`src/rtl/alu_arbiter.sv`:
```
// alu_arbiter
// -----------
// Shares one fixed-latency ALU between two requesters. One operation is in
// flight at a time: it is accepted in IDLE, issued to the ALU from registers,
// the ALU latency is waited out in EXEC, and the captured result is offered
// back to the granted requester in RESP.
//
// Handshake rule (used on every request and response channel):
//   a transfer happens on a rising clk edge where valid and ready are both 1.
//   The sender holds valid and payload stable until that edge. ready may
//   depend combinationally on valid.
//
// Arbitration: round-robin by default. The winner on a tie is the requester
// that did not win last time. After reset, requester 0 wins the first tie.
// Define ALU_ARB_FIXED_PRIO_EN for fixed priority instead. In that build
// requester 0 always wins a tie. last_grant is still tracked but is not used.
//
// Ports
//   clk, resetn               clock and synchronous active-low reset
//   reqN_valid/ready          request handshake for requester N (0/1)
//   reqN_ctrl, reqN_a, reqN_b opcode and operands from requester N
//   rspN_valid/ready          response handshake for requester N
//   rspN_result               result for requester N (holds after handshake)
//   alu_ctrl, alu_a, alu_b    registered inputs to the shared ALU
//   alu_y                     ALU result, valid ALU_LATENCY cycles after inputs
//   busy                      1 in every state except IDLE
//   dbg_state_o               current FSM state (IDLE=0, EXEC=1, RESP=2)
module alu_arbiter #(
    parameter int ALU_LATENCY = 1,
    parameter int DATA_W      = 16,
    parameter int CTRL_W      = 4
) (
    input  logic              clk,
    input  logic              resetn,
    input  logic              req0_valid,
    output logic              req0_ready,
    input  logic [CTRL_W-1:0] req0_ctrl,
    input  logic [DATA_W-1:0] req0_a,
    input  logic [DATA_W-1:0] req0_b,
    output logic              rsp0_valid,
    input  logic              rsp0_ready,
    output logic [DATA_W-1:0] rsp0_result,
    input  logic              req1_valid,
    output logic              req1_ready,
    input  logic [CTRL_W-1:0] req1_ctrl,
    input  logic [DATA_W-1:0] req1_a,
    input  logic [DATA_W-1:0] req1_b,
    output logic              rsp1_valid,
    input  logic              rsp1_ready,
    output logic [DATA_W-1:0] rsp1_result,
    output logic [CTRL_W-1:0] alu_ctrl,
    output logic [DATA_W-1:0] alu_a,
    output logic [DATA_W-1:0] alu_b,
    input  logic [DATA_W-1:0] alu_y,
    output logic              busy,
    output logic [1:0]        dbg_state_o
);

    localparam logic [2:0] LAT = 3'(ALU_LATENCY);

    typedef enum logic [1:0] {
        IDLE = 2'd0,
        EXEC = 2'd1,
        RESP = 2'd2
    } state_t;

    state_t            state_q, state_d;
    logic [2:0]        cnt_q, cnt_d;
    logic              grant_q, grant_d;
    logic              last_grant_q, last_grant_d;
    logic [CTRL_W-1:0] alu_ctrl_q, alu_ctrl_d;
    logic [DATA_W-1:0] alu_a_q, alu_a_d;
    logic [DATA_W-1:0] alu_b_q, alu_b_d;
    logic [DATA_W-1:0] rsp0_result_q, rsp0_result_d;
    logic [DATA_W-1:0] rsp1_result_q, rsp1_result_d;

    logic              any_valid;
    logic              win;

    // Winner selection. With only one requester valid, that requester wins
    // in both builds.
    always_comb begin
        any_valid = req0_valid | req1_valid;
        if (req0_valid && req1_valid) begin
`ifdef ALU_ARB_FIXED_PRIO_EN
            win = 1'b0;
`else
            win = ~last_grant_q;
`endif
        end else begin
            win = req1_valid;
        end
    end

    always_comb begin
        state_d       = state_q;
        cnt_d         = cnt_q;
        grant_d       = grant_q;
        last_grant_d  = last_grant_q;
        alu_ctrl_d    = alu_ctrl_q;
        alu_a_d       = alu_a_q;
        alu_b_d       = alu_b_q;
        rsp0_result_d = rsp0_result_q;
        rsp1_result_d = rsp1_result_q;
        req0_ready    = 1'b0;
        req1_ready    = 1'b0;
        rsp0_valid    = 1'b0;
        rsp1_valid    = 1'b0;

        unique case (state_q)
            IDLE: begin
                // ready is gated by resetn so that no transfer is signalled
                // on an edge where the registers are being reset.
                if (any_valid && resetn) begin
                    req0_ready   = ~win;
                    req1_ready   = win;
                    alu_ctrl_d   = win ? req1_ctrl : req0_ctrl;
                    alu_a_d      = win ? req1_a    : req0_a;
                    alu_b_d      = win ? req1_b    : req0_b;
                    grant_d      = win;
                    last_grant_d = win;
                    cnt_d        = LAT;
                    state_d      = EXEC;
                end
            end
            EXEC: begin
                // Loading LAT and counting down to 0 makes EXEC last LAT+1
                // cycles. alu_y has been valid for at least one cycle by the
                // time it is sampled.
                if (cnt_q != 3'd0) begin
                    cnt_d = cnt_q - 3'd1;
                end else begin
                    if (grant_q) rsp1_result_d = alu_y;
                    else         rsp0_result_d = alu_y;
                    state_d = RESP;
                end
            end
            RESP: begin
                rsp0_valid = ~grant_q;
                rsp1_valid = grant_q;
                if (grant_q ? rsp1_ready : rsp0_ready) state_d = IDLE;
            end
            default: state_d = IDLE;
        endcase
    end

    always_ff @(posedge clk) begin
        if (!resetn) begin
            state_q       <= IDLE;
            cnt_q         <= 3'd0;
            grant_q       <= 1'b0;
            last_grant_q  <= 1'b1;
            alu_ctrl_q    <= '0;
            alu_a_q       <= '0;
            alu_b_q       <= '0;
            rsp0_result_q <= '0;
            rsp1_result_q <= '0;
        end else begin
            state_q       <= state_d;
            cnt_q         <= cnt_d;
            grant_q       <= grant_d;
            last_grant_q  <= last_grant_d;
            alu_ctrl_q    <= alu_ctrl_d;
            alu_a_q       <= alu_a_d;
            alu_b_q       <= alu_b_d;
            rsp0_result_q <= rsp0_result_d;
            rsp1_result_q <= rsp1_result_d;
        end
    end

    assign alu_ctrl    = alu_ctrl_q;
    assign alu_a       = alu_a_q;
    assign alu_b       = alu_b_q;
    assign rsp0_result = rsp0_result_q;
    assign rsp1_result = rsp1_result_q;
    assign busy        = (state_q != IDLE);
    assign dbg_state_o = state_q;

endmodule

```
`config.mk`:
```
export PLATFORM = sky130hd
export DESIGN_NAME = alu_arbiter
export DESIGN_NICKNAME = d
export VERILOG_FILES = /design/src/rtl/alu_arbiter.sv
export SDC_FILE = /design/constraint.sdc
export NUM_CORES = 1
export LEC_CHECK = 0
export BUFFER_PORTS_ARGS = -buffer_cell sky130_fd_sc_hd__buf_2
export CORE_ASPECT_RATIO = 1.5
export CORE_MARGIN = 4
export CORE_UTILIZATION = 35
export DETAILED_ROUTE_END_ITERATION = 6
export GPL_TIMING_DRIVEN = 0
export PLACE_DENSITY = 0.7
export SLEW_MARGIN = 40
export SYNTH_ARGS = -nofsm -noshare
export SYNTH_HDL_FRONTEND = slang
export SYNTH_SLANG_ARGS = --single-unit
```
`constraint.sdc`:
```
create_clock -name clk -period 2.06 [get_ports clk]
set_input_delay 0.103 -clock clk [delete_from_list [all_inputs] [get_ports clk]]
set_output_delay 0.103 -clock clk [all_outputs]
set_load 0.005 [all_outputs]
```
==> results.md <==
STA:
- The time the worst path needs with I/O delays and setup is 1.91 ns.
- The total of endpoints with negative setup slack in the final report is 0.
- Setup repair after global routing left no endpoint under its margin.
- The worst relative slew slack is 67.9%.
- The final count of hold timing violations is 0.
- The slew of the pin with the lowest slew margin is 0.482 ns.
- Static timing analysis puts the maximum clock frequency at 524 MHz.
- The final cycle utilization of the critical path is 92.7%.
- For the final database, setup skew stands at 0.00809 ns.
- The post-route setup TNS is 0 ns.
- Setup slack on the critical path of the routed design comes to 0.150 ns.
- The final-report max-slew violation count is 0.

Synth:
- The post-synthesis instance area is 0.00308 mm2.
- The sequential element share of the synthesized area is 48.8%.
- The synthesized instance count is 351.
- Synthesis inferred 75 register bits.
- Synthesis instantiated 31 different standard cells from the library.
- By area the synthesized netlist is led by sky130_fd_sc_hd__dfxtp_1 (49%), sky130_fd_sc_hd__a21oi_1 (12%), sky130_fd_sc_hd__mux2i_1 (10%).
- The proportion of synthesized flip-flops having asynchronous set or reset is 0%.
- In this run the mean area of a mapped cell was 8.77 um2.
- Synthesis produced a netlist with a net count of 447.
- In this run, synthesis inferred 0 flip-flops with an integrated enable.
- The cell taking the most area after synthesis is sky130_fd_sc_hd__dfxtp_1.
- Sorting the synthesized cells by how often they occur yields sky130_fd_sc_hd__dfxtp_1 (75), sky130_fd_sc_hd__a21oi_1 (73), sky130_fd_sc_hd__nand2_1 (41).
- The area fraction of the dominant cell type after synthesis is 48.8%.
- The count of warnings emitted by yosys is 0.
- Yosys instantiated no cell more often than sky130_fd_sc_hd__dfxtp_1.
- The predominant post-synthesis flop cell is sky130_fd_sc_hd__dfxtp_1.

Critical path:
- The largest single stage delay on the critical path is 0.35 ns.
- Of all nets on the critical path, the largest fanout is 10.
- The critical path capture point type is an output pin.
- The source of the worst register-to-register timing path is cnt_q[0].
- The worst setup path is launched from a register.
- The required arrival time at the worst endpoint is 1.96 ns.
- The worst register-to-register path ends at rsp0_result[13].
- Among all stages on the critical path, the largest delay is contributed by sky130_fd_sc_hd__dfxtp_1.
- The minimum setup slack among reg-to-reg paths is 0.22 ns.
- The signal on the critical path passes through or2_1 -> or2_1 -> clkbuf_1 -> buf_2 -> nor2_1 -> buf_2.
- In this run the worst setup path begins at dbg_state_o[1].
- At the worst endpoint, the arrival time is 1.81 ns.
- The worst register-to-register path has a depth of 8.
- The critical path ends at req0_ready.
- The type of the worst setup path is register to output pin.

Power:
- The power per cell area is 869 mW/mm2.
- For this design the static power due to leakage is 0.00224 uW.
- The worst-case IR drop observed on VDD is 0.456 mV.

Finish:
- For this run, the post-layout net count is 633.
- The register area is 0.00150 mm2.
- The share of final-layout standard cells stronger than drive strength 1 is 36.7%.
- The multi-input logic area is 0.00142 mm2.
- The filler cells instantiated in the layout total 832.
- The post-synthesis to final-layout area growth is 43.0%.
- The antenna diode count is 0.

Drt:
- After detailed routing, the total wire length is 9400 um.
- For this run, design rule violations remaining after detail routing come to 0.
- The per-cell via count in the routed design is 4.83.
- The total via count after detailed routing is 3,135.
- The final routed wire length divided by cell count is 14.5 um.
- The first TritonRoute pass finished after 4 iterations.
- The iteration-0 DRC count of the detailed router is 99.
- The final antenna-violating net count is 0.

Clock network:
- The number of clock sinks is 75.
- TritonCTS created 9 clock buffers.
- The TritonCTS clock tree is yes.
- The clock latency on the worst-skew pair is 0.33 ns.
- The clock tree synthesis step divided the H-tree into 3 levels.
- After clock tree synthesis, the clock-pin slew on the worst setup and hold paths is 0.06 ns.
- The worst-case clock buffer depth is 2.
- The library cell used as clock root buffer is sky130_fd_sc_hd__clkbuf_16.

Die:
- The floorplan step defined a die boundary enclosing 0.0104 mm2.
- In this run the vertical extent of the chip is 123 um.
- The number of top-level pins is 169.
- For this configuration, the core starts out at a cell density of 36.2%.
- The die width is 84.6 um.
- The count of standard-cell rows is 41.
- The area of the placeable core is 0.00852 mm2.

GRT:
- The number of antenna violations at the first check in global routing is 0.
- The global-route wire length before repair is 14,900 um.
- Entering global routing, the biggest net connects 14 pins.
- The number of global-route vias before repair came to 3,155.
- The total congestion overflow is 0.
- Global routing used 18.1% of the available tracks across all layers.

Min path:
- The path class of the tightest hold or removal check is primary input to register.

Placed design:
- The half-perimeter wire length after detailed placement is 7240 um.
- The minimum setup slack after placement is 0.236 ns.
- The count of buffers added on input and output ports is 168.
- Routability-driven placement finished with a final weighted congestion of 0.785.

Run status:
- The flow ran to the end, and the final reports show no timing, DRC or antenna violations.

Job:
- The number of maximum-capacitance violations is 0.
-- worst max-delay path: cells and delay by family (launching register included) --
kind,cells,cell delay [ns]
AND/OR/NAND/NOR,3,0.61
flip-flops,1,0.35
buffers and inverters,3,0.53
-- sequential cells by signal, indices dropped and copies added, names as in the netlist --
| register | flops |
|---|---|
| alu_a | 16 |
| alu_b | 16 |
| rsp0_result | 16 |
| rsp1_result | 16 |
| alu_ctrl | 4 |
| cnt_q | 3 |
| dbg_state_o | 2 |
| grant_q | 1 |
| last_grant_q | 1 |
-- stage by stage --
stage	instances	instance area, um2	utilization, %	hold WS (ns)	power [uW]
final	649	4400	51.7	0.0105	3830
after global routing	649	4400	51.7	0.00348	4040
after CTS	649	4400	51.7	0.000520	3880
after detailed placement	626	4050	47.6	0.349	2410
after global placement	626	4050	47.6	0.344	2390
after floorplan	351	3080	-	0.237	2070
-- worst min-delay path by stage --
stage | start | to | slack, ns | cells past startpoint
global placement | req0_b[2] | alu_b[2] | 0.34 | 3
global route | req0_b[4] | alu_b[4] | 0.003 | 3
finish | req0_a[8] | alu_a[8] | 0.01 | 3
CTS | req0_a[8] | alu_a[8] | 0.0005 | 3
detailed placement | req0_b[0] | alu_b[0] | 0.35 | 3
floorplan | req0_b[0] | alu_b[0] | 0.24 | 2
-- kinds of logic (layout without fill, tap and decap cells) --
kind of cell | after synthesis | in the layout | share of synthesized area (%)
flops | 75 | 75 | 48.8
simple gates | 93 | 93 | 15.3
compound gates | 117 | 117 | 19.3
mux | 33 | 33 | 10.8
fa+ha+maj | 2 | 2 | 0.813
buf+inv | 31 | 222 | 5.00
-- cells in the final DEF (no fill, tap or decap), types with 2 or more instances in the layout --
cell,netlist,layout
sky130_fd_sc_hd__buf_2,9,177
sky130_fd_sc_hd__dfxtp_1,75,75
sky130_fd_sc_hd__a21oi_1,73,73
sky130_fd_sc_hd__nand2_1,41,41
sky130_fd_sc_hd__nor2b_1,34,34
sky130_fd_sc_hd__mux2i_1,32,32
sky130_fd_sc_hd__o21ai_0,25,25
sky130_fd_sc_hd__o21ai_1,14,14
sky130_fd_sc_hd__clkbuf_1,13,13
sky130_fd_sc_hd__clkbuf_16,0,9
sky130_fd_sc_hd__dlygate4sd3_1,0,7
sky130_fd_sc_hd__inv_1,4,4
sky130_fd_sc_hd__nor2_1,4,4
sky130_fd_sc_hd__clkinvlp_4,0,3
sky130_fd_sc_hd__or2_1,2,2
sky130_fd_sc_hd__nand2b_1,2,2
sky130_fd_sc_hd__buf_6,2,2
sky130_fd_sc_hd__and3_1,2,2
sky130_fd_sc_hd__a31oi_1,2,2
sky130_fd_sc_hd__buf_1,2,2
sky130_fd_sc_hd__ha_1,2,2
sky130_fd_sc_hd__clkinv_2,0,2
-- routing by layer --
layer,share of wire (%),GRT usage (%)
met1,41,20.0
met2,48,31.4
met3,8.6,5.98
met4,2.1,7.92
met5,0,0
-- repair_timing --
item | CTS | global route
setup buffers | 0 | 0
endpoints found under the hold margin | 7 | 0
resized for setup | 0 | 0
hold buffers | 7 | 0
-- where the power goes --
group / switching [uW] / total (uW) / internal [uW]
Clock: 601 / 1450 / 845
Sequential: 68.9 / 1650 / 1580
Combinational: 385 / 731 / 346
Total: 1050 / 3830 / 2770
-- area by class of cell --
cell class,count,share of cell area [%]
multi-input combinational,245,32.3
sequential,75,34.1
tap,107,3.04
clock inverter,6,0.938
timing repair buffer,175,20.7
clock buffer,10,5.43
inverter,4,0.341
buffer,27,3.15
(Power assumes the default switching activity.)
